<file path="src/rtl/fifo_write_arbiter.sv">
// fifo_write_arbiter
// Round-robin arbiter that shares the write port of the asynchronous FIFO
// among NREQ requesters in the write clock domain. One beat per cycle is
// accepted from the current owner while full is low. grant/wen/wdata are
// combinational so a rising full stalls the port in the same cycle.
//
// Optional feature macro: FIFO_WARB_BURST_EN
//   defined   : the owner may keep the port for up to MAX_BURST consecutive
//               beats before rotation (beat counter bcnt_q present).
//   undefined : rotation after every transfer whenever another requester
//               is pending (no beat counter).
//
// "Transfer" means an edge at which wen is high. "req[owner] still set"
// is evaluated on the req value seen at that edge.

module fifo_write_arbiter #(
    parameter int NREQ      = 4,
    parameter int DW        = 8,
    parameter int MAX_BURST = 4
) (
    input  logic                      wclk,
    input  logic                      wreset,
    input  logic [NREQ-1:0]           req,
    input  logic [NREQ*DW-1:0]        req_data,
    input  logic                      full,
    output logic [NREQ-1:0]           grant,
    output logic                      wen,
    output logic [DW-1:0]             wdata,
    output logic [$clog2(NREQ)-1:0]   owner,
    output logic                      busy
);

    localparam int OW = $clog2(NREQ);
    localparam logic [OW-1:0] OWNER_RST = OW'(NREQ - 1);

    typedef enum logic {
        S_IDLE  = 1'b0,
        S_GRANT = 1'b1
    } state_e;

    state_e          state_q, state_d;
    logic [OW-1:0]   owner_q, owner_d;
    logic            busy_q, busy_d;
    logic [NREQ-1:0] owner_oh;
    logic [NREQ-1:0] others;

`ifdef FIFO_WARB_BURST_EN
    localparam logic [3:0] BURST_LAST = 4'(MAX_BURST - 1);
    logic [3:0]      bcnt_q, bcnt_d;
`endif

    // Round-robin search: first set bit of mask scanning last+1, last+2, ...
    // with wrap modulo NREQ. Returns last when mask is empty.
    function automatic logic [OW-1:0] rr_pick(input logic [NREQ-1:0] mask,
                                              input logic [OW-1:0]   last);
        logic [OW-1:0] idx;
        logic          found;
        rr_pick = last;
        found   = 1'b0;
        for (int k = 1; k <= NREQ; k++) begin
            idx = OW'((int'(last) + k) % NREQ);
            if (!found && mask[idx]) begin
                rr_pick = idx;
                found   = 1'b1;
            end
        end
    endfunction

    // One-hot view of the owner and the set of competing requesters
    always_comb begin
        owner_oh          = '0;
        owner_oh[owner_q] = 1'b1;
        others            = req & ~owner_oh;
    end

    // Beat acceptance: only the owner, only in GRANT, only while not full
    always_comb begin
        grant = '0;
        if ((state_q == S_GRANT) && req[owner_q] && !full) begin
            grant[owner_q] = 1'b1;
        end
    end

    assign wen = |grant;

    // Write-data mux; forced to zero when no beat is being written
    always_comb begin
        wdata = '0;
        for (int i = 0; i < NREQ; i++) begin
            if (wen && (owner_q == OW'(i))) begin
                wdata = req_data[i*DW +: DW];
            end
        end
    end

    // Next-state decision for state, owner and beat counter
    always_comb begin
        state_d = state_q;
        owner_d = owner_q;
`ifdef FIFO_WARB_BURST_EN
        bcnt_d  = bcnt_q;
`endif
        case (state_q)
            S_IDLE: begin
                if (|req) begin
                    owner_d = rr_pick(req, owner_q);
                    state_d = S_GRANT;
`ifdef FIFO_WARB_BURST_EN
                    bcnt_d  = '0;
`endif
                end
            end
            S_GRANT: begin
                if (!req[owner_q]) begin
                    // Owner withdrew its request: no transfer, re-pick
                    // among whoever is still asking, otherwise go idle.
                    if (|others) begin
                        owner_d = rr_pick(others, owner_q);
                    end else begin
                        state_d = S_IDLE;
                    end
`ifdef FIFO_WARB_BURST_EN
                    bcnt_d  = '0;
`endif
                end else if (wen) begin
`ifdef FIFO_WARB_BURST_EN
                    if (bcnt_q < BURST_LAST) begin
                        bcnt_d = bcnt_q + 4'd1;
                    end else if (|others) begin
                        owner_d = rr_pick(others, owner_q);
                        bcnt_d  = '0;
                    end else begin
                        // Sole requester at the burst limit keeps the port
                        bcnt_d  = '0;
                    end
`else
                    if (|others) begin
                        owner_d = rr_pick(others, owner_q);
                    end
`endif
                end
                // full high with the owner requesting: hold everything
            end
            default: begin
                state_d = S_IDLE;
            end
        endcase
        busy_d = (state_d == S_GRANT);
    end

    // FSM and registered status outputs
    always_ff @(posedge wclk or negedge wreset) begin
        if (!wreset) begin
            state_q <= S_IDLE;
            owner_q <= OWNER_RST;
            busy_q  <= 1'b0;
`ifdef FIFO_WARB_BURST_EN
            bcnt_q  <= '0;
`endif
        end else begin
            state_q <= state_d;
            owner_q <= owner_d;
            busy_q  <= busy_d;
`ifdef FIFO_WARB_BURST_EN
            bcnt_q  <= bcnt_d;
`endif
        end
    end

    assign owner = owner_q;
    assign busy  = busy_q;

endmodule

</file>
<file path="config.mk">
export PLATFORM = sky130hd
export DESIGN_NAME = fifo_write_arbiter
export DESIGN_NICKNAME = d
export VERILOG_FILES = /design/src/rtl/fifo_write_arbiter.sv
export SDC_FILE = /design/constraint.sdc
export NUM_CORES = 1
export LEC_CHECK = 0
export CAP_MARGIN = 10
export CORE_UTILIZATION = 50
export CTS_CLUSTER_SIZE = 25
export DETAILED_ROUTE_END_ITERATION = 8
export DONT_BUFFER_PORTS = 1
export GPL_ROUTABILITY_DRIVEN = 0
export GPL_TIMING_DRIVEN = 0
export PLACE_DENSITY = 0.68
export REMOVE_ABC_BUFFERS = 1
export SLEW_MARGIN = 20
export SYNTH_ARGS = -nofsm -noshare
export SYNTH_HDL_FRONTEND = slang
export SYNTH_SLANG_ARGS = --single-unit
</file>
<file path="constraint.sdc">
create_clock -name wclk -period 2.7 [get_ports wclk]
set_clock_uncertainty 0.05 [all_clocks]
set_input_delay 0.27 -clock wclk [delete_from_list [all_inputs] [get_ports wclk]]
set_output_delay 0.27 -clock wclk [all_outputs]
set_load 0.01 [all_outputs]
</file>
**Word-level counts from Yosys, hierarchy flattened**

Index checks and enable logic that the tools add are counted.

- Flip-flop bits (word level): 3
- Input port bits: 39
- Output and inout bits: 16
- Logic and storage cells: 133

- Add/subtract/negate cells: 4
- $lt $le $gt $ge: 6
- Equality and inequality tests: 7
- Muxes and demuxes: 80
- Bitwise logic cells: 3
- Reductions and logical operators: 31

Operator list:

| kind | count |
|---|---|
| 1-bit two-way mux | 47 |
| 2-bit two-way mux | 16 |
| 8-bit two-way mux | 4 |
| 1-bit binary-select mux with 2-bit select | 9 |
| 1-bit logical AND | 16 |
| 2-bit by 3-bit less-than comparator with 1-bit output (second input constant) | 5 |
| 4-bit OR reduction | 3 |
| 1-bit zero test | 10 |
| 5-bit inequality test (second input constant) | 1 |
| 2-bit by 1-bit adder with 2-bit output (second input constant) | 2 |
| 2-bit adder (second input constant) | 2 |
| 4-bit AND | 1 |
| 2-bit == test (second input constant) | 2 |
| 4-bit two-way mux | 1 |
| 4-bit inverter | 1 |
| 2-bit case mux with 2 select lines | 1 |
| 4-bit AND reduction | 1 |
| 3-bit inequality test (second input constant) | 1 |
| 1-bit demux with 2-bit select | 1 |
| 2-bit by 1-bit == test with 1-bit output (second input constant) | 1 |
| 2-bit by 1-bit >= comparator with 1-bit output (second input constant) | 1 |
| 2-bit zero test | 1 |
| 2-bit by 1-bit inequality test with 1-bit output (second input constant) | 1 |
| 2-bit inequality test (second input constant) | 1 |
| other kinds (2) | 2 |

**Longest topological paths before layout**

Gate-level depths: netlist (run 1).

- Depth in word-level cells: 34
- Depth in mapped cells: 10
- Depth with buffers taken out: 7

**Least setup slack after synthesis (run 1)**

Ideal clock, no wire load.

- Path kind: register -> register
- Start point: register owner_q[0], in the netlist owner[0]
- End point: register owner_q[1], in the netlist owner[1]
- Library setup time: 0.082 ns
- Arrival time: 2.599 ns
- Required time: 2.568 ns
- Path slack: -0.031 ns
- Cell stages (with the launch flop): 10
- Buffers on the path: 2
- Period minus slack after synthesis: 2.731 ns
- Path through: dfstp_2 > buf_6 > buf_2 > inv_1 > ha_1 > mux4_2 > a211o_1 > a21oi_1 > o31ai_1 > mux2_2

- Cells in the longest elaborated chain, start to end: 34
- Elaborated cells between the ends (all ways): 107
- Classes of those cells: 4 x add/sub; 2 x order compare; 3 x eq/ne; 72 x mux; 2 x bitwise; 24 x reduce/logical

Ends and longest elaborated chain:

| element | RTL line | source |
|---|---|---|
| start: declaration | 42 | `logic [OW-1:0] owner_q, owner_d;` |
| start signal: assignment | 162 | `owner_q <= owner_d;` |
| 2-bit by 3-bit less-than comparator with 1-bit output (not written as such) or 2-bit by 1-bit >= comparator with 1-bit output (tied branches) | 72, 80 |  |
| 1-bit logical AND (not written as such) | 72, 80 |  |
| 1-bit two-way mux (not written as such) | 72, 80 |  |
| 1-bit demux with 2-bit select | 72, 80 |  |
| 4-bit inverter | 73 | `others = req & ~owner_oh;` |
| 4-bit AND | 73 |  |
| 1-bit binary-select mux with 2-bit select | 62 | `if (!found && mask[idx]) begin` |
| 1-bit two-way mux (not written as such) | 62 |  |
| (+18 left out) | - |  |
| 1-bit two-way mux | 103 | `case (state_q)` |
| 1-bit zero test | 62 |  |
| 1-bit logical AND | 62 |  |
| 2-bit two-way mux | 62 |  |
| 2-bit two-way mux | 137 | `if (\|others) begin` |
| 2-bit two-way mux | 125 | `end else if (wen) begin` |
| 2-bit two-way mux | 114 | `if (!req[owner_q]) begin` |
| 2-bit case mux with 2 select lines | 103 |  |

Several ways; a longest one is shown, not always the timed one. The select of a mux whose other input is x is not followed.
A chain may end at the register's enable or synchronous reset.

**Final worst setup path (run 1)**

- Start point: register owner_q[1], in the netlist owner[1]
- End point: register owner_q[1], in the netlist owner[1]

The elaborated chain is that of the path after synthesis.

==> results of run 1 <==
-- area by class of cell --
class                      count  area (µm²)  area share [%]
inverter                       9        33.8            3.61
multi-input combinational     98         752            80.5
timing repair buffer           2        17.5            1.87
clock buffer                   4        26.3            2.81
sequential                     3        85.1            9.10
tap                           16        20.0            2.14
-- per-layer routing --
layer | GRT usage, % | vias up | part of all wire, %
li1 | - | 451 | -
met1 | 28.8 | 426 | 45
met2 | 37.4 | 38 | 47
met3 | 3.67 | 4 | 6.2
met4 | 10.3 | 0 | 1.2
met5 | 0 | - | 0
-- cell families (layout without fill, tap and decap cells) --
logic type	after synthesis	count (layout)	share of synthesized area (%)
buf+inv	19	15	9.33
flops	3	3	8.77
fa+ha+maj	4	4	5.66
simple gates	51	51	29.1
mux	9	9	18.2
compound gates	33	33	27.9
xor+xnor	1	1	0.990
-- path summary, 6_finish.rpt --
path / start / to / slack, ns / cells after the start
min in group wclk: req[0] / busy / 0.28 / 3
max in group asynchronous: wreset / owner[0] / 2.15 / 1
max: owner[1] / owner[1] / 0.15 / 7
max reg2reg: owner[1] / owner[1] / 0.15 / 7
min: wreset / busy / 0.22 / 1
min reg2reg: busy / busy / 0.65 / 1
-- sequential cells by signal, indices dropped and copies added, names as in the netlist --
| name | cells |
|---|---|
| busy | 1 |
| owner | 2 |
-- per-stage QoR --
step | TNS, ns | instances
6_report | 0 | 132
3_5_place_dp | -0.122 | 126
4_1_cts | 0 | 131
5_1_grt | 0 | 132
3_3_place_gp | -0.122 | 126
2_1_floorplan | 0 | 110
-- cells in the mapped netlist (3+ instances only) --
library cell   n  share of area, %
mux2i_1        3               3.4
a21oi_1       12               6.8
nand2_1        3               1.3
clkbuf_1       6               2.5
mux4_2         3               7.6
nor3_1         8               4.5
buf_2          3               1.7
nor2_1        23               9.8
nor4_1         3               2.1
ha_1           4               5.7
inv_1          8               3.4
nor2b_1        5               3.5
o21ba_2        3               3.4
a221oi_1       7               6.9
-- power groups by stage --
stage	registers [mW]	logic, mW	clock network, mW
6_report	0.175	1.06	0.0815
5_1_grt	0.188	1.16	0.0883
4_1_cts	0.188	0.971	0.0839
3_5_place_dp	0.183	0.953	0
3_3_place_gp	0.183	0.935	0
2_1_floorplan	0.159	0.824	0
-- timing repair --
item | in CTS | in global routing
gates resized for setup | 4 | 5
hold buffers | 1 | 0
setup buffers | 0 | 1
hold endpoints to repair | 3 | 0
endpoints found under the setup margin | 9 | 9
-- critical path: stages, from the launching register on --
cell      delay, ns
dfstp_4        0.70
inv_1          0.13
ha_4           0.33
mux4_2         0.53
o21ba_2        0.22
o221ai_2       0.16
o31ai_1        0.10
mux2_2         0.27
==> results.cfg, run 1 <==
[global_routing]
globalRouteTotalUtil_pct = 22.6
grt_pass1_vias = 793
grt_max_degree = 21
grt_overflow = 0
grt_pass1_wl_um = 3400
antenna_found_initial = 0

[synth]
synth_edf_count = 0
ys_seq_area_share_pct = 8.77
synth_cell_type_count = 39
synth_ff_type = dfstp_2
syn_avg_cell_area_um2 = 7.37
syn_area_um2 = 885
yosysWarnings = 0
async_flop_share_pct = 100
synthCells = 120
yosys_register_bits = 3

[final_layout]
final_util_pct = 59.3
final_nets = 160
layout_commonest_cell = nor2_1
layout_common_cells = nor2_1 (23), a21oi_1 (12), inv_1 (8), nor3_1 (8), a221oi_1 (7)
stdcell_area_um2 = 935
drive_above_1_share_pct = 18.1
n_fill_cell = 159
antenna_cells = 0
area_growth_pct = 5.66

[sta]
fmaxAchievable_mhz = 392
maxSlewViolCount = 0
whs_ns = 0.224
min_period_ns = 2.55
setup_ws_ns = 0.149
rsz0062_at_grt = false
period_share_pct = 94.5
setup_viol = 0
hold_violations = 0
slew-limit-headroom_pct = 72.8
worstMarginPinSlew_ns = 0.404

[power]
clkPwrFrac_pct = 6.2
pwr_density_cell_nw_per_um2 = 1410
p_sw_share_pct = 50.9
ir_drop_mv = 0.601
p_sw_mw = 0.669
total_power_mw = 1.31
internal_power_mw = 0.645
cellLeakagePower_nw = 0.340
p_seq_share_pct = 13.3
p_comb_share_pct = 80.5

[floorplanning]
chipWidth_um = 44.1
ioPinCount = 55
num_rows = 14
core_um2 = 1580
start_util_pct = 56.1
dieArea_um2 = 1940
die_h_um = 44.1

[status]
violations = design-rule violations
status = complete, but fails checks

[clock_tree]
clk-insertion-delay-late_ns = 0.24
clock_path_buffers = 2
htree_levels = 1
cts_made_buffers = 3
clk_pin_slew_worst_paths_ns = 0.04
cts.sinks = 3
tritoncts = yes
clockRootBuffer = clkbuf_4

[route]
avgViaCountPerCell = 6.96
drt_wl_total_um = 2280
drc = 4
ant_nets = 0
drt_iter0_markers = 23
vias = 919
first_pass_iters = 9
wl_per_cell_um = 17.3

[placed_design]
dp_hpwl_um = 1560
portBuffers = 0
preCtsSetupSlack_ns = -0.122
placed_cell_area_um2 = 856

[worst_setup_path]
crit_arrival_ns = 2.66
crit_fanout = 11
end_kind = flip-flop
cp-start-kind = flip-flop
critPathKind = reg2reg
required_ns = 2.81

[hold_path]
hp-class = in2async

[job]
maxCapViolCount = 0
Note: power is estimated with default switching activity, not from simulation.
==> inputs of run 2 (changes only) <==
--- a/config.mk
+++ b/config.mk
@@ -12,6 +12,7 @@
 export DONT_BUFFER_PORTS = 1
 export GPL_ROUTABILITY_DRIVEN = 0
 export GPL_TIMING_DRIVEN = 0
+export HOLD_SLACK_MARGIN = 0.08
 export PLACE_DENSITY = 0.68
 export REMOVE_ABC_BUFFERS = 1
 export SLEW_MARGIN = 20
==> results of run 2 <==
Same layout as run 1: the final DEF is identical, and so are final timing and power.
